===== src/rtl/rv_branch_pkg.sv =====
// Shared opcode/funct3 encodings and BHT counter helpers for the branch
// resolution path.
package rv_branch_pkg;

  localparam logic [6:0] OP_BRANCH = 7'b1100011;
  localparam logic [6:0] OP_JAL    = 7'b1101111;
  localparam logic [6:0] OP_JALR   = 7'b1100111;

  localparam logic [2:0] F3_BEQ  = 3'b000;
  localparam logic [2:0] F3_BNE  = 3'b001;
  localparam logic [2:0] F3_BLT  = 3'b100;
  localparam logic [2:0] F3_BGE  = 3'b101;
  localparam logic [2:0] F3_BLTU = 3'b110;
  localparam logic [2:0] F3_BGEU = 3'b111;

  typedef logic [1:0] bht_ctr_t;

  // Two-bit saturating counter step: up on taken, down on not-taken.
  function automatic bht_ctr_t ctr_next(input bht_ctr_t ctr, input logic taken);
    if (taken)
      return (ctr == 2'b11) ? ctr : ctr + 2'b01;
    else
      return (ctr == 2'b00) ? ctr : ctr - 2'b01;
  endfunction

endpackage


===== src/rtl/branch_bht.sv =====
// Direct-mapped bimodal history table: one combinational lookup port for
// fetch and one training port written at the resolve accept edge.
module branch_bht
  import rv_branch_pkg::*;
#(
  parameter int       BHT_DEPTH = 64,
  parameter int       IDX_W     = $clog2(BHT_DEPTH),
  parameter bht_ctr_t CTR_INIT  = 2'b01
) (
  input  logic             clk,
  input  logic             rst,
  input  logic [IDX_W-1:0] lookup_idx,
  output logic             lookup_taken,
  input  logic             train_en,
  input  logic [IDX_W-1:0] train_idx,
  input  logic             train_taken
);

  bht_ctr_t ctr [BHT_DEPTH];

  always_ff @(posedge clk or posedge rst) begin
    if (rst) begin
      for (int i = 0; i < BHT_DEPTH; i++) ctr[i] <= CTR_INIT;
    end else if (train_en) begin
      ctr[train_idx] <= ctr_next(ctr[train_idx], train_taken);
    end
  end

  // Lookup reads the stored array, so a same-cycle train is not forwarded.
  assign lookup_taken = ctr[lookup_idx][1];

endmodule


===== src/rtl/branch_resolve_unit.sv =====
// Branch/jump resolution with a single registered output stage, bimodal
// predictor training and a saturating mispredict counter.
module branch_resolve_unit
  import rv_branch_pkg::*;
#(
  parameter int         XLEN      = 32,
  parameter int         BHT_DEPTH = 64,
  parameter logic [1:0] CTR_INIT  = 2'b01,
  parameter int         CNT_W     = 16
) (
  input  logic             clk,
  input  logic             rst,
  input  logic             in_valid,
  output logic             in_ready,
  input  logic [6:0]       opcode,
  input  logic [2:0]       funct3,
  input  logic [XLEN-1:0]  pc,
  input  logic [XLEN-1:0]  rdata1,
  input  logic [XLEN-1:0]  rdata2,
  input  logic [XLEN-1:0]  imm,
  input  logic             pred_taken,
  input  logic [XLEN-1:0]  lookup_pc,
  output logic             lookup_taken,
  output logic             out_valid,
  input  logic             out_ready,
  output logic             br_taken,
  output logic [XLEN-1:0]  br_target,
  output logic [XLEN-1:0]  link_addr,
  output logic             mispredict,
  output logic             illegal,
  output logic [CNT_W-1:0] mispredict_cnt
);

  localparam int IDX_W = $clog2(BHT_DEPTH);

  logic                    accept;
  logic signed [XLEN-1:0]  rs1_s;
  logic signed [XLEN-1:0]  rs2_s;
  logic                    taken_c;
  logic                    illegal_c;
  logic                    train_c;
  logic                    mispred_c;
  logic [XLEN-1:0]         link_c;
  logic [XLEN-1:0]         jump_c;
  logic [XLEN-1:0]         target_c;

  logic                    vld_p1;
  logic                    taken_p1;
  logic                    mispred_p1;
  logic                    illegal_p1;
  logic [XLEN-1:0]         target_p1;
  logic [XLEN-1:0]         link_p1;
  logic [CNT_W-1:0]        cnt_p1;
  logic                    unused_lookup_bits;

  function automatic logic [CNT_W-1:0] cnt_sat_inc(input logic [CNT_W-1:0] v);
    return (&v) ? v : v + CNT_W'(1);
  endfunction

  assign in_ready = !vld_p1 || out_ready;
  assign accept   = in_valid && in_ready;
  assign rs1_s    = rdata1;
  assign rs2_s    = rdata2;

  always_comb begin
    link_c    = pc + XLEN'(4);
    jump_c    = pc + imm;
    taken_c   = 1'b0;
    illegal_c = 1'b0;
    train_c   = 1'b0;
    target_c  = link_c;
    case (opcode)
      OP_BRANCH: begin
        train_c = 1'b1;
        case (funct3)
          F3_BEQ:  taken_c = (rs1_s == rs2_s);
          F3_BNE:  taken_c = (rs1_s != rs2_s);
          F3_BLT:  taken_c = (rs1_s < rs2_s);
          F3_BGE:  taken_c = (rs1_s >= rs2_s);
          F3_BLTU: taken_c = (rdata1 < rdata2);
          F3_BGEU: taken_c = (rdata1 >= rdata2);
          default: begin
            illegal_c = 1'b1;
            train_c   = 1'b0;
          end
        endcase
        if (taken_c) target_c = jump_c;
      end
      OP_JAL: begin
        taken_c  = 1'b1;
        target_c = jump_c;
      end
      OP_JALR: begin
        taken_c  = 1'b1;
        target_c = (rdata1 + imm) & ~XLEN'(1);
      end
      default: ;
    endcase
  end

  assign mispred_c = taken_c ^ pred_taken;

  branch_bht #(
    .BHT_DEPTH (BHT_DEPTH),
    .IDX_W     (IDX_W),
    .CTR_INIT  (CTR_INIT)
  ) u_bht (
    .clk          (clk),
    .rst          (rst),
    .lookup_idx   (lookup_pc[IDX_W+1:2]),
    .lookup_taken (lookup_taken),
    .train_en     (accept && train_c),
    .train_idx    (pc[IDX_W+1:2]),
    .train_taken  (taken_c)
  );

  assign unused_lookup_bits = ^{lookup_pc[XLEN-1:IDX_W+2], lookup_pc[1:0]};

  // Output stage p1: result held until the consumer drains it.
  always_ff @(posedge clk or posedge rst) begin
    if (rst) begin
      vld_p1     <= 1'b0;
      taken_p1   <= 1'b0;
      mispred_p1 <= 1'b0;
      illegal_p1 <= 1'b0;
      target_p1  <= '0;
      link_p1    <= '0;
      cnt_p1     <= '0;
    end else if (accept) begin
      vld_p1     <= 1'b1;
      taken_p1   <= taken_c;
      mispred_p1 <= mispred_c;
      illegal_p1 <= illegal_c;
      target_p1  <= target_c;
      link_p1    <= link_c;
      if (mispred_c) cnt_p1 <= cnt_sat_inc(cnt_p1);
    end else if (out_ready) begin
      vld_p1 <= 1'b0;
    end
  end

  assign out_valid      = vld_p1;
  assign br_taken       = taken_p1;
  assign br_target      = target_p1;
  assign link_addr      = link_p1;
  assign mispredict     = mispred_p1;
  assign illegal        = illegal_p1;
  assign mispredict_cnt = cnt_p1;

endmodule

===== config.mk =====
export PLATFORM = sky130hd
export DESIGN_NAME = branch_resolve_unit
export DESIGN_NICKNAME = d
export VERILOG_FILES = /design/src/rtl/rv_branch_pkg.sv /design/src/rtl/branch_bht.sv /design/src/rtl/branch_resolve_unit.sv
export SDC_FILE = /design/constraint.sdc
export NUM_CORES = 1
export LEC_CHECK = 0
export CAP_MARGIN = 5
export CORE_UTILIZATION = 49
export CTS_CLUSTER_DIAMETER = 100
export DETAILED_ROUTE_END_ITERATION = 7
export PLACE_DENSITY = 0.78
export SKIP_CTS_REPAIR_TIMING = 1
export SLEW_MARGIN = 20
export SYNTH_ARGS = -nofsm -noshare
export SYNTH_HDL_FRONTEND = slang
export SYNTH_SLANG_ARGS = --single-unit

===== constraint.sdc =====
create_clock -name clk -period 6.4 [get_ports clk]
set_input_delay 0.96 -clock clk [delete_from_list [all_inputs] [get_ports clk]]
set_output_delay 0.96 -clock clk [all_outputs]
set_load 0.05 [all_outputs]

==> out/results.tsv <==
metric	value	unit
grt_max_degree	116	
drive_gt1_share	17.66	%
r2r_end	u_bht.ctr[95]	
pin_count	261	
grt_pass1_wl	75400	um
fillCellCount	2436	
cp_max_fo	9	
cts_buffer_depth	3	
port_buffers	234	
yosysMostFrequentCell	nand2_1	
finalCritPeriodShare	79.33	%
synth_cell_types	81	
worstHoldPathType	flip-flop to flip-flop	
grt_overflow_total	0	
maxSlewViolCount	0	
syn_to_final_growth	23.90	%
yosysWarningCount	0	
gp_congestion	0.9821	
r2r_slack	3280	ps
wl_per_cell	22.30	um
async_flop_share	100.0	%
nNetsFinal	2060	
cap_violations	0	
grt_setup_unrepaired	false	
dieArea	31510	um^2
drc	0	
setup_slack	1323	ps
synthTopCellsByCount	180 x nand2_1, 148 x dfrtp_1, 131 x mux2_2	
synth_nets	1849	
met3_usage	5.034	%
synth_area_leaders	dfrtp_1 25%, dfstp_2 11%, mux2_2 9.8%	
dp_hpwl	36500	um
vdd_drop_max	0.0002450	V
tns	0	ps
max_freq	197.0	MHz
die_width	177.5	um
dp.cells	2152	
drt_iter0_drc	1666	
finalPower	4189	uW
r2r-start	out_valid	
yosysSeqAreaShare	35.68	%
grt_use_met2	49.40	%
vias_per_cell	6.412	
synth_top_cell_by_area	dfrtp_1	
grtUsageTotal	30.90	%
coreArea	29950	um^2
skew	7.976	ps
cts_tree	built	
min_period	5077	ps
r2r_cells	6	
grt_busiest_layer	met2	
synthFlopType	dfrtp_1	
endpoint_kind	output pin	
rows	63	
worstSetupStartpoint	lookup_pc[3]	
p_leak	0.007969	uW
htree_levels	1	
netlist_area	15090	um^2
critPathKind	primary input to output pin	
clock-sinks	212	
synth-edff-count	0	
use_met1	40.81	%
setup_violations	0	
fin_cells	2199	
grt_pass1_vias	13710	
clk_pin_slew	50	ps
hold_viol_final	0	
ys_seq_elements	212	
dp_slack	1043	ps
status	finished clean	
cts_buffers	24	
die_height	177.5	um
first_pass_iters	8	
worst_slew_pin_slew	1190	ps
setup.worst_path.end	lookup_taken	
worstSetupStartpointType	primary input	
clock_latency	530	ps
initial_core_util	50.39	%
whs	476.4	ps
wirelength	49040	um
crit_arrival	4120	ps
required	5440	ps
cts-root-buf	clkbuf_16	
via_count	14100	
netlist_instances	1577	
antenna_found_initial	2	
slew_headroom	20.51	%
power.density	224.0	nW/um^2
synth_top_cell_area_share	24.54	%
syn-mean-instance-area	9.572	um^2
postRouteAntennaNets	0	
==> flip-flops by register name, indices dropped and copies added (netlist names) <==
name / flops
mispredict: 1
illegal: 1
br_target: 32
mispredict_cnt: 16
link_addr: 32
out_valid: 1
br_taken: 1
u_bht.ctr: 128
==> through the flow <==
| stage | instance area (um^2) | util (%) |
|---|---|---|
| after floorplan | 15100 | - |
| after CTS | 18680 | 62.37 |
| final | 18700 | 62.44 |
| after global placement | 17850 | 59.61 |
| after detailed placement | 17860 | 59.62 |
| after global routing | 18700 | 62.42 |
==> routing by layer <==
layer,wire length [um],vias up
met5,0,-
met4,2229,0
met3,4618,157
met2,22400,846
met1,19790,6811
li1,-,6287
==> layout by cell type, fill, tap and decap left out, types with 11 or more instances in the layout <==
cell / count
a21o_1: 28
a21oi_1: 91
a221oi_1: 21
a22oi_1: 40
a31oi_1: 34
and3_1: 23
buf_4: 24
clkbuf_16: 25
clkdlybuf4s50_1: 234
dfrtp_1: 148
dfstp_2: 64
ha_1: 95
inv_1: 55
mux2_2: 131
mux4_2: 25
nand2_1: 179
nand2b_1: 13
nand3_1: 39
nand4_1: 31
nor2_1: 102
nor2b_1: 12
nor3_1: 11
o21a_1: 11
o21ai_0: 86
xnor2_1: 48
xor2_1: 44
==> how the worst min path moves through the flow <==
stage                  startpoint             to  slack (ps)  cells past startpoint
floorplan           u_bht.ctr[75]  u_bht.ctr[75]         490                      1
global placement    link_addr[25]  link_addr[25]         460                      2
detailed placement  link_addr[22]  link_addr[22]         470                      2
CTS                 link_addr[22]  link_addr[22]         480                      2
global route         link_addr[1]   link_addr[1]         500                      2
finish              link_addr[22]  link_addr[22]         480                      2
==> power by group <==
part	internal [uW]	switching [uW]	leakage, uW
combinational	457	797	0.00499
clock	882	574	0.000401
sequential	1420	60.8	0.00258
total	2760	1430	0.00797
==> cell type report <==
cell class,instances,area (um^2),share of cell area [%]
Antenna cell,3,7.507,0.04014
Clock buffer,37,710.7,3.800
Clock inverter,7,112.6,0.6021
Inverter,57,217.7,1.164
Multi-Input combinational cell,1232,9206,49.23
Sequential cell,212,5385,28.80
Tap cell,390,488.0,2.609
Timing Repair Buffer,261,2574,13.76
==> logic make-up (layout without fill, tap and decap cells) <==
kind of cell	count (synthesis)	in the layout	share of synthesized area (%)
AND/OR/NAND/NOR	460	460	14.43
AO/OA/AOI/OAI	417	417	18.68
flip-flops	212	212	35.68
multiplexers	164	164	14.03
buffers and inverters	133	362	3.564
adder cells (fa/ha/maj)	99	99	8.273
XOR/XNOR	92	92	5.338
other	0	3	0
==> critical path, stage by stage <==
cell,delay (ps)
clkdlybuf4s50_1,830
mux4_2,620
mux4_2,500
mux4_2,480
clkdlybuf4s50_1,710
(Power assumes the default switching activity.)
==> edit: new RTL, config.mk and constraints unchanged <==
Make the reset (`rst`) synchronous in 2 clocked blocks.
--- a/src/rtl/branch_bht.sv
+++ b/src/rtl/branch_bht.sv
@@ -19,5 +19,5 @@
   bht_ctr_t ctr [BHT_DEPTH];
 
-  always_ff @(posedge clk or posedge rst) begin
+  always_ff @(posedge clk) begin
     if (rst) begin
       for (int i = 0; i < BHT_DEPTH; i++) ctr[i] <= CTR_INIT;
--- a/src/rtl/branch_resolve_unit.sv
+++ b/src/rtl/branch_resolve_unit.sv
@@ -118,5 +118,5 @@
 
   // Output stage p1: result held until the consumer drains it.
-  always_ff @(posedge clk or posedge rst) begin
+  always_ff @(posedge clk) begin
     if (rst) begin
       vld_p1     <= 1'b0;
Formal check against the unedited RTL: differs if rst is asserted again (counterexample within 4 cycles, from zero or initial values and one cycle with rst high); with rst held inactive, the same outputs for 4 cycles.
==> edit against the unedited design <==
  * Synthesized area decreased by 1.6%
  * Clock skew increased by 0.016 ns
  * Sequential cell count unchanged
  * Synthesized cell count up 6.5%
  * Worst setup slack worse by 0.14 ns
  * Core utilization is 0.51 points lower
  * Design area shrank 1.6%
  * Sequential power grew 3%
  * Non-clock buffer count down 2
  * Total power down 3.5%
  * Wire length increased by 1.0%
  * Critical path type unchanged
==> edit: results (changes against the unedited design) <==
Detailed routing
  – Average vias per placed instance: 6.31 (-1.6%)
  – Total iterations of the first detailed-routing run: 6 (-2)
  – DR WL/cell: 21.9 um (-1.9%)
  – Routed length on met3: 4780 um (+3.5%)
  – Starting DRC count in detailed routing: 1361 (-18%)
  – Detailed-route wire length on metal 1: 19600 um (-1.1%)
  – Routed length on met2: 23300 um (+4.1%)

Yosys
  – Synth Area in XOR/XNOR: 5.72% (+0.38 points)
  – Async set or reset register ratio after synthesis: 0% (-100 points)
  – Mux share of post-synthesis cell area: 4.02% (-10 points)
  – Commonest cells post-synth: sky130_fd_sc_hd__nor2_1 (178), sky130_fd_sc_hd__nand2_1 (148), sky130_fd_sc_hd__edfxtp_1 (128)
  – Adder-cell share of the synthesized area: 8.34% (+0.064 points)
  – Syn nets: 1952 (+5.6%)
  – Number of distinct library cell variants in the gate-level netlist after synthesis: 74 (-8.6%)
  – Portion of the post-synthesis area used by sequential elements: 37.2% (+1.5 points)
  – Top cells by area, synth: sky130_fd_sc_hd__edfxtp_1 (26%), sky130_fd_sc_hd__dfxtp_1 (11%), sky130_fd_sc_hd__ha_1 (8.0%), sky130_fd_sc_hd__nor2_1 (4.5%), sky130_fd_sc_hd__nand2_1 (3.7%)
  – EDFF count, synth: 128 (+128)
  – Cell count after synthesis: 1680 (+6.5%)

Pwr
  – Power share of the combinational group: 25.5% (-4.4 points)
  – Largest vdd supply drop: 0.171 mV (-30%)
  – Seq. pwr: 0.00153 W (+3%)
  – Internal Dissipation: 0.00282 W (+2.3%)

Finish
  – Filler instances: 2491 (+2.3%)
  – Net total in the final layout: 2130 (+3.4%)
  – Final Instance Area: 0.0184 sq mm (-1.6%)
  – Antenna Diode Count: 0 (-3)
  – Non-filler instance count after layout: 2265 (+3.0%)

Timing
  – Skew final: 0.0240 ns (+0.0160 ns)
  – Transition time of the tightest slew-check pin: 1.12 ns (-0.0741 ns)

Status
  – Status: complete, no violations

Global route
  – Initial antenna violation count: 0 (-2)
  – Number of global-route vias before repair: 13800 (+0.39%)
  – First-pass GRT wire length: 76100 um (+0.97%)
  – Overall fraction of global-route tracks in use: 31.5% (+0.64 points)

Placement
  – Number of cells in the design after placement: 2223 (+3.3%)
  – Last weighted congestion value of the routability-driven placer: 0.950 (-3.3%)

Clock network
  – Number of clock buffers inserted by TritonCTS: 23 (-4.2%)
-- edit: cell count changes in the layout (fill, tap and decap cells not counted), sizes merged, moves of 34 or more --
cell    unedited run  this run
dfxtp              0        84
mux2             131         3
dfrtp            148         0
dfstp             64         0
nand3             39        98
edfxtp             0       128
nor2             102       178
a211oi            10        45
nor3              14        83
o21ai             87        53
-- edit: cell type report --
type | count | area share [%]
clock buffer | 35 | 4.02
sequential | 212 | 30.0
clock inverter | 7 | 0.632
tap | 390 | 2.65
timing repair buffer | 259 | 13.8
inverter | 48 | 0.979
multi-input combinational | 1314 | 47.9
-- edit: critical path, cell delays in order --
cell and delay, ns:
sky130_fd_sc_hd__clkdlybuf4s50_1 1.11, sky130_fd_sc_hd__mux4_2 0.43, sky130_fd_sc_hd__mux4_2 0.54, sky130_fd_sc_hd__mux4_2 0.48, sky130_fd_sc_hd__clkdlybuf4s50_1 0.73
-- edit: path summary, 6_finish.rpt --
check,startpoint,end,slack (ns),cells after the start
max,lookup_pc[3],lookup_taken,1.18,5
min,mispredict,mispredict,0.46,2
max reg2reg,u_bht.ctr[44][0],u_bht.ctr[24][1],3.34,8
min reg2reg,mispredict,mispredict,0.46,2
-- edit: layer usage --
layer	track usage (%)	up-vias
met5	0	-
met4	11.2	0
met3	6.22	141
met2	53.2	806
met1	40.0	6757
li1	-	6591
-- edit: kinds of logic after synthesis --
logic type                 count (synthesis)
buffers and inverters                    154
and+or+nand+nor                          688
muxes                                     33
DFF                                      212
adders and majority gates                 98
AOI/OAI and AO/OA                        398
xor gates and xnor gates                  97
